File: src/rtl/ib_mul_pkg.sv
// Shared constants and helpers for the 8x8 unsigned multiplier family.
package ib_mul_pkg;

  localparam int MUL_P_W = 16;

  typedef enum logic {
    OUT_EMPTY = 1'b0,
    OUT_FULL  = 1'b1
  } out_state_e;

  // Ceiling log2; elaboration-time use only (parameter checks and widths).
  function automatic int clog2(input int v);
    int r;
    r = 0;
    for (int i = 0; i < 31; i++) begin
      if ((1 << i) < v) r = i + 1;
    end
    return r;
  endfunction

endpackage

File: src/rtl/ib_skid_out.sv
// One-deep registered output stage for group sums.
//
//   state     | meaning
//   ----------+-----------------------------------------------------------
//   OUT_EMPTY | no sum held, o_valid low; a load moves to OUT_FULL
//   OUT_FULL  | sum held, o_valid high; drain without load empties it,
//             | drain with load keeps it full with the new sum
//
// The upstream gating of o_ready guarantees a load never arrives while
// full unless the held sum is draining in the same cycle.
module ib_skid_out
  import ib_mul_pkg::*;
#(
  parameter int W = 18
) (
  input  logic         i_clk,
  input  logic         i_nrst,
  input  logic         i_load,
  input  logic [W-1:0] i_data,
  input  logic         i_ready,
  output logic         o_valid,
  output logic [W-1:0] o_sum
);

  out_state_e state, state_nxt;

  // State register.
  always_ff @(posedge i_clk or negedge i_nrst) begin
    if (!i_nrst) state <= OUT_EMPTY;
    else         state <= state_nxt;
  end

  // Next-state: load fills, drain without load empties.
  always_comb begin
    state_nxt = state;
    case (state)
      OUT_EMPTY: if (i_load) state_nxt = OUT_FULL;
      OUT_FULL:  if (i_ready && !i_load) state_nxt = OUT_EMPTY;
      default:   state_nxt = OUT_EMPTY;
    endcase
  end

  // Sum register only changes on load; it keeps its value after drain.
  always_ff @(posedge i_clk or negedge i_nrst) begin
    if (!i_nrst)     o_sum <= '0;
    else if (i_load) o_sum <= i_data;
  end

  assign o_valid = (state == OUT_FULL);

endmodule

File: src/rtl/ib_mul_acc.sv
// Accumulates groups of N_ACC 16-bit products and presents each group sum
// through a registered valid/ready output.
module ib_mul_acc
  import ib_mul_pkg::*;
#(
  parameter int N_ACC = 4,
  parameter int ACC_W = 18
) (
  input  logic                      i_clk,
  input  logic                      i_nrst,
  input  logic                      i_clr,
  input  logic                      i_valid,
  output logic                      o_ready,
  input  logic [MUL_P_W-1:0]        i_p,
  output logic                      o_valid,
  input  logic                      i_ready,
  output logic [ACC_W-1:0]          o_sum,
  output logic [clog2(N_ACC)-1:0]   o_cnt
);

  localparam int CNT_W = clog2(N_ACC);

  if (N_ACC < 2) begin : g_nacc_chk
    $error("ib_mul_acc: N_ACC must be at least 2");
  end
  if (ACC_W < MUL_P_W + clog2(N_ACC)) begin : g_accw_chk
    $error("ib_mul_acc: ACC_W too narrow to hold a full group sum");
  end

  logic [ACC_W-1:0] acc;
  logic [ACC_W-1:0] acc_sum;
  logic [CNT_W-1:0] cnt;
  logic             last;
  logic             acc_fire;
  logic             last_fire;

  assign last      = (cnt == CNT_W'(N_ACC - 1));
  // Only the final beat of a group is held off by a stalled output, so the
  // next group can prefill while the consumer is busy.
  assign o_ready   = ~i_clr & ~(last & o_valid & ~i_ready);
  assign acc_fire  = i_valid & o_ready;
  assign last_fire = acc_fire & last;
  assign acc_sum   = acc + ACC_W'(i_p);
  assign o_cnt     = cnt;

  // Partial-group accumulator and beat counter; clear wins over accept.
  always_ff @(posedge i_clk or negedge i_nrst) begin
    if (!i_nrst) begin
      acc <= '0;
      cnt <= '0;
    end else if (i_clr || last_fire) begin
      acc <= '0;
      cnt <= '0;
    end else if (acc_fire) begin
      acc <= acc_sum;
      cnt <= cnt + CNT_W'(1);
    end
  end

  ib_skid_out #(
    .W(ACC_W)
  ) u_out (
    .i_clk   (i_clk),
    .i_nrst  (i_nrst),
    .i_load  (last_fire),
    .i_data  (acc_sum),
    .i_ready (i_ready),
    .o_valid (o_valid),
    .o_sum   (o_sum)
  );

endmodule

File: config.mk
export PLATFORM = sky130hd
export DESIGN_NAME = ib_mul_acc
export DESIGN_NICKNAME = d
export VERILOG_FILES = /design/src/rtl/ib_mul_pkg.sv /design/src/rtl/ib_skid_out.sv /design/src/rtl/ib_mul_acc.sv
export SDC_FILE = /design/constraint.sdc
export NUM_CORES = 1
export LEC_CHECK = 0
export ABC_AREA = 1
export BUFFER_PORTS_ARGS = -buffer_cell sky130_fd_sc_hd__buf_4
export CAP_MARGIN = 15
export CORE_UTILIZATION = 50
export CTS_BUF_LIST = sky130_fd_sc_hd__clkbuf_2
export DETAILED_ROUTE_END_ITERATION = 8
export GPL_ROUTABILITY_DRIVEN = 0
export PLACE_DENSITY = 0.73
export RECOVER_POWER = 50
export SLEW_MARGIN = 10
export SYNTH_ARGS = -nofsm -noshare
export SYNTH_HDL_FRONTEND = slang
export SYNTH_SLANG_ARGS = --single-unit
File: constraint.sdc
create_clock -name i_clk -period 3.4 [get_ports i_clk]
set_clock_uncertainty 0.1 [all_clocks]
set_input_delay 0.17 -clock i_clk [delete_from_list [all_inputs] [get_ports i_clk]]
set_output_delay 0.17 -clock i_clk [all_outputs]
set_load 0.005 [all_outputs]
==> metrics, run 1 <==
status finished with violations; failing checks capacitance limit, slew limit; CTS Buffer Depth 2; Filler cells 467; Post-CTS Resized 0; postcts setup bufs 0; synth warn 0; Setup crit end kind register; Die W 71.86 um; post-synthesis cell area 0.002440 mm2; sequential share of power 41.3%; I/O pins 43; via count 2234; largest net degree at the start of global routing 40; Non-Filler Instances 450; grt met1 use 32.26%; Post-DP HPWL 4026 um; P_int 969.7 uW; FF+latch area 975.9 um2; Max Cap Violations 1; syn nets 374; post-synth cell types 25; Layout area overhead 18.87%; Tot Pwr 1537 uW; Comb power frac 40.6%; share of synthesized registers carrying an async set or reset 100.0%; fraction of power spent switching nets 36.93%; RSZ-0062 raised after global routing no; initial antenna violation count 0; Tcrit/Tclk final 65.34%; Switch Pwr 567.7 uW; Sink Count 39; die area 0.005163 mm2; Avg WL per Cell 12.20 um; starting DRC count in detailed routing 118; remaining global-route overflow 0; Core ar. 0.004723 mm2; H-tree depth 2; Worst-Skew Late Latency 0.40 ns; vias in the first global route 2142; Avg Cell Area, Syn 7.283 um2; placed cells 439; clock share of power 18.0%; CTS Root Cell clkbuf_2; Post-Synthesis Cells 335; GRT busiest layer met2; top_reg_cell synth dfrtp_1; met3 GRT Util 4.079%; final core utilization 61.40%; Die Y 71.86 um; remaining antenna violation count 0; Num CTS Buffers 5; critical path class register to register; worst path arrival time 2.43 ns; met2 GRT Util 38.78%; drt drc 0; final instance area 0.002900 mm2; Yosys reg bits 39; Nets 421; layout cells sized above 1 14.88%; Multi-input gate area 0.001311 mm2; leakage 0.001628 uW; Fin. Hold Viols 0; placed cell areas 0.002810 mm2; row count 25; setup tns final 0 ns; number of diodes 0; Worst VDD drop 0.0002205 V; f_max 450.1 MHz; Clock Pin Slew Worst Setup and Hold Paths 0.20 ns; Initial Utilization 51.66%; routed wire length 5489 um; GRT Total Usage 23.64%; Max Slew Vio Count 40; worst hold path class input port to register; Vias/cell 4.964; CP startpoint kind register; first drt pass iteration count 6; Seq/Total Area, Yosys 40.00%; Worst-Margin Slew 2.133 ns; number of flops mapped to enable cells by yosys 0; CP Max Fanout 4; Slew headroom -42.19%; global-route wire length before repair 9480 um; PwrDens 530.1 mW/mm2; CTS tree yes; endpoints failing setup 0; CP required 3.61 ns; post-layout min period 2.222 ns; buffers added on ports 42
## path summary, 6_finish.rpt
path / from / to / slack (ns) / cells after the start
setup / recovery: acc[0]$_DFFE_PN0P_ / u_out.o_sum[16]$_DFFE_PN0P_ / 1.18 / 13
setup reg to reg: acc[0]$_DFFE_PN0P_ / u_out.o_sum[16]$_DFFE_PN0P_ / 1.18 / 13
hold reg to reg: acc[13]$_DFFE_PN0P_ / acc[13]$_DFFE_PN0P_ / 0.41 / 2
min in group asynchronous: i_nrst / o_cnt[0]$_DFFE_PN0P_ / 0.81 / 2
max in group asynchronous: i_nrst / acc[10]$_DFFE_PN0P_ / 1.19 / 2
hold / removal: i_valid / acc[17]$_DFFE_PN0P_ / 0.1 / 5
## stage by stage
stage | setup WS (ns) | hold slack (ns)
finish | 1.178 | 0.09690
global route | 0.7332 | 0.08578
CTS | 1.178 | 0.09581
detailed placement | 1.215 | 0.07939
global placement | 1.244 | 0.07767
floorplan | 1.525 | -0.2256
## area by class of cell
type | instances | area share (%)
Multi-Input combinational cell | 259 | 45.21
Inverter | 31 | 4.012
Clock inverter | 3 | 1.337
Tap cell | 67 | 2.890
Sequential cell | 39 | 33.65
Clock buffer | 5 | 0.8628
Timing Repair Buffer | 46 | 12.04
## routing by layer
| metal | wire length, um | part of all wire (%) | vias to the layer above |
|---|---|---|---|
| li1 | - | - | 1168 |
| met1 | 2703 | 49 | 1006 |
| met2 | 2459 | 45 | 55 |
| met3 | 269 | 4.9 | 5 |
| met4 | 57 | 1.0 | 0 |
| met5 | 0 | 0 | - |
## registers in the layout, indices dropped and copies added, names as in the netlist
name / count
acc: 18
u_out.o_sum: 18
o_cnt: 2
u_out.o_valid: 1
## power by group through the flow
stage / clock, uW / sequential, uW / combinational, uW
final: 277 / 635 / 625
after global routing: 301 / 652 / 718
after CTS: 289 / 637 / 628
after detailed placement: 0 / 645 / 623
after global placement: 0 / 645 / 612
after floorplan: 0 / 643 / 389
## cells in the final DEF, fill, tap and decap left out, drive strengths merged
cell type | synthesis | layout
dfrtp | 39 | 39
o21ai | 20 | 20
inv | 31 | 31
dlygate4sd3 | 0 | 3
fa | 1 | 1
nand2 | 137 | 137
or2 | 1 | 1
nor3 | 3 | 3
ha | 17 | 17
a21oi | 14 | 14
and2 | 2 | 2
xor2 | 2 | 2
clkinv | 0 | 2
nand4 | 1 | 1
bufinv | 0 | 1
xnor2 | 2 | 2
nor2 | 21 | 21
clkbuf | 0 | 17
nand3b | 9 | 9
buf | 6 | 31
nand3 | 27 | 27
a22o | 2 | 2
## logic make-up (layout without fill, tap and decap cells)
family / after synthesis / after routing / share of synthesized area [%]
buffers and inverters: 37 / 85 / 6.256
xor gates and xnor gates: 4 / 4 / 1.436
DFF: 39 / 39 / 40.00
AOI/OAI and AO/OA: 36 / 36 / 8.000
and+or+nand+nor: 201 / 201 / 34.77
adders and majority gates: 18 / 18 / 9.538
## critical path, stage by stage, from the launching register on
cell	delay, ns
dfrtp_1	0.40
ha_1	0.23
inv_1	0.07
fa_1	0.41
inv_1	0.10
nand2_1	0.08
o21ai_2	0.19
nand2_1	0.08
nand2_1	0.14
nand2_1	0.09
nand2_1	0.06
nand2_1	0.06
nand3_1	0.07
nand2_1	0.06
## synthesized netlist by cell type, types with 3 or more instances
library cell,number,area (um2)
nor2_1,20,75.07
nand3b_1,9,67.56
dfrtp_1,39,975.9
ha_1,17,212.7
a21oi_1,13,65.06
nor3_1,3,15.01
nand2_1,135,506.7
nand3_1,27,135.1
buf_2,5,25.02
o21ai_1,4,20.02
o21ai_0,15,75.07
inv_1,29,108.9
## repair_timing
action,in CTS,in global routing
endpoints found under the hold margin,41,0
setup endpoints to repair,0,0
hold buffers,3,0
No activity file was read; power rests on OpenSTA's default activity.
==> run 2: changes to the inputs <==
- clock period: 3.4 -> 2.21 ns (I/O delays scaled with it)
==> metrics, run 2 (synthesis gave the netlist of run 1 again) <==
number of diodes 0; Nets 430; clock share of power 22.2%; CP top delay family simple AND/OR/NAND/NOR gates; Initial Utilization 51.66%; Filler cells 446; global-route wire length before repair 9618 um; worst path arrival time 2.30 ns; initial antenna violation count 0; Tcrit/Tclk final 93.09%; Max Cap Violations 0; Sink Count 39; PwrDens 839.9 mW/mm2; Post-DP HPWL 4212 um; DP Worst Slack -0.002900 ns; status finished clean; Switch Pwr 901.0 uW; I/O pins 43; layout cells sized above 1 19.13%; critical path class register to register; Num CTS Buffers 5; CTS tree yes; vias in the first global route 2139; Die Y 71.86 um; Register-to-Register Setup Slack 0.15 ns; Worst-Skew Late Latency 0.41 ns; endpoints failing setup 0; Core ar. 0.004723 mm2; CTS Root Cell clkbuf_2; Worst path max stage delay 0.45 ns; H-tree depth 2; starting DRC count in detailed routing 136; final instance area 0.003028 mm2; Vias/cell 5.057; Worst-Margin Slew 0.9701 ns; Max Slew Vio Count 0; Non-Filler Instances 459; most common cell after layout, fill and taps aside nand2_1; most frequent cells in the layout 132 x nand2_1, 39 x dfrtp_1, 39 x buf_4; leakage 0.001687 uW; most frequent CP cell nand2_1; fraction of power spent switching nets 35.43%; largest net degree at the start of global routing 40; final worst setup slack 0.1526 ns; setup tns final 0 ns; routed wire length 5656 um; worst-path cell chain ha_4 -> inv_1 -> fa_2 -> inv_2 -> nand2_1 -> o21ai_2 -> nand2_1 -> nand2_2 -> buf_4 -> or2_2 -> nand3_1 -> nand2_1; P_int 1642 uW; sequential share of power 38.4%; Avg WL per Cell 12.32 um; drt drc 0; die area 0.005163 mm2; Layout area overhead 24.10%; worst hold path class input port to register; RSZ-0062 raised after global routing no; placed cells 441; Worst VDD drop 0.0005236 V; Fin. Hold Viols 0; first drt pass iteration count 4; remaining global-route overflow 0; buffers added on ports 42; Setup crit end kind register; CP max-delay cell dfrtp_1; remaining antenna violation count 0; placed cell areas 0.002825 mm2; CP startpoint kind register; Comb power frac 39.4%; f_max 486.1 MHz; row count 25; GRT Total Usage 24.21%; post-layout min period 2.057 ns; CTS Buffer Depth 2; Buffers & Inverters on Critical Path 3; Clock Pin Slew Worst Setup and Hold Paths 0.21 ns; CP Max Fanout 3; Slew headroom 35.33%; via count 2321; Die W 71.86 um; CP required 2.45 ns
## run 2: cell count changes in the layout (fill, tap and decap cells not counted), moves of 2 or more
cell      previous run  this run
clkbuf_2             5         7
nand2_2              2         5
nand2_1            135       132
buf_4               31        39
## run 2: area by class of cell
class / count / area, um2 / area share, %
clock buffers: 6 / 30.03 / 0.9917
well taps: 67 / 83.83 / 2.769
multi-input cells: 259 / 1341 / 44.30
repair buffers: 55 / 420.4 / 13.88
clock inverters: 2 / 60.06 / 1.983
flip-flops and latches: 39 / 975.9 / 32.23
inverters: 31 / 116.4 / 3.843
## run 2: worst paths after layout
| kind | to | from | cells after the start |
|---|---|---|---|
| worst max-delay path | u_out.o_sum[8]$_DFFE_PN0P_ | acc[0]$_DFFE_PN0P_ | 12 |
| worst min-delay path | o_cnt[1]$_DFFE_PN0P_ | i_valid | 4 |
| worst max register to register | u_out.o_sum[8]$_DFFE_PN0P_ | acc[0]$_DFFE_PN0P_ | 12 |
| worst min register to register | u_out.o_sum[7]$_DFFE_PN0P_ | u_out.o_sum[7]$_DFFE_PN0P_ | 2 |
| max in group asynchronous | acc[5]$_DFFE_PN0P_ | i_nrst | 2 |
| min in group asynchronous | u_out.o_valid$_DFF_PN0_ | i_nrst | 2 |
## run 2: through the flow
stage | power, uW | util, % | hold slack, ns
2_1_floorplan | 1588 | - | -0.2851
3_3_place_gp | 1930 | 59.81 | 0.01369
3_5_place_dp | 1953 | 59.81 | 0.01961
4_1_cts | 2524 | 62.68 | 0.01431
5_1_grt | 2738 | 64.11 | 0.03250
6_report | 2543 | 64.11 | 0.01749
## run 2: routing by layer
| metal | vias up | track usage [%] | share of wire [%] |
|---|---|---|---|
| met4 | 0 | 7.190 | 1.5 |
| li1 | 1196 | - | - |
| met5 | - | 0 | 0 |
| met3 | 9 | 4.641 | 3.5 |
| met2 | 45 | 39.10 | 46 |
| met1 | 1071 | 33.12 | 49 |
## run 2: worst register-to-register path: stages (launching register included)
cell	delay (ns)
dfrtp_1	0.45
ha_4	0.18
inv_1	0.07
fa_2	0.22
inv_2	0.04
nand2_1	0.08
o21ai_2	0.09
nand2_1	0.10
nand2_2	0.09
buf_4	0.15
or2_2	0.28
nand3_1	0.08
nand2_1	0.05
## run 2: what timing repair did
action | 4_1_cts | 5_1_grt
buffers inserted | 0 | 6
endpoints found under the hold margin | 43 | 0
gates resized for setup | 2 | 7
hold buffers | 4 | 0
endpoints found under the setup margin | 4 | 17
pin swaps | 0 | 4
## run 2: power groups by stage
stage / clock [uW] / sequential (uW) / combinational (uW)
2_1_floorplan: 0 / 989 / 599
3_3_place_gp: 0 / 990 / 940
3_5_place_dp: 0 / 992 / 961
4_1_cts: 571 / 979 / 974
5_1_grt: 596 / 1000 / 1140
6_report: 564 / 978 / 1000
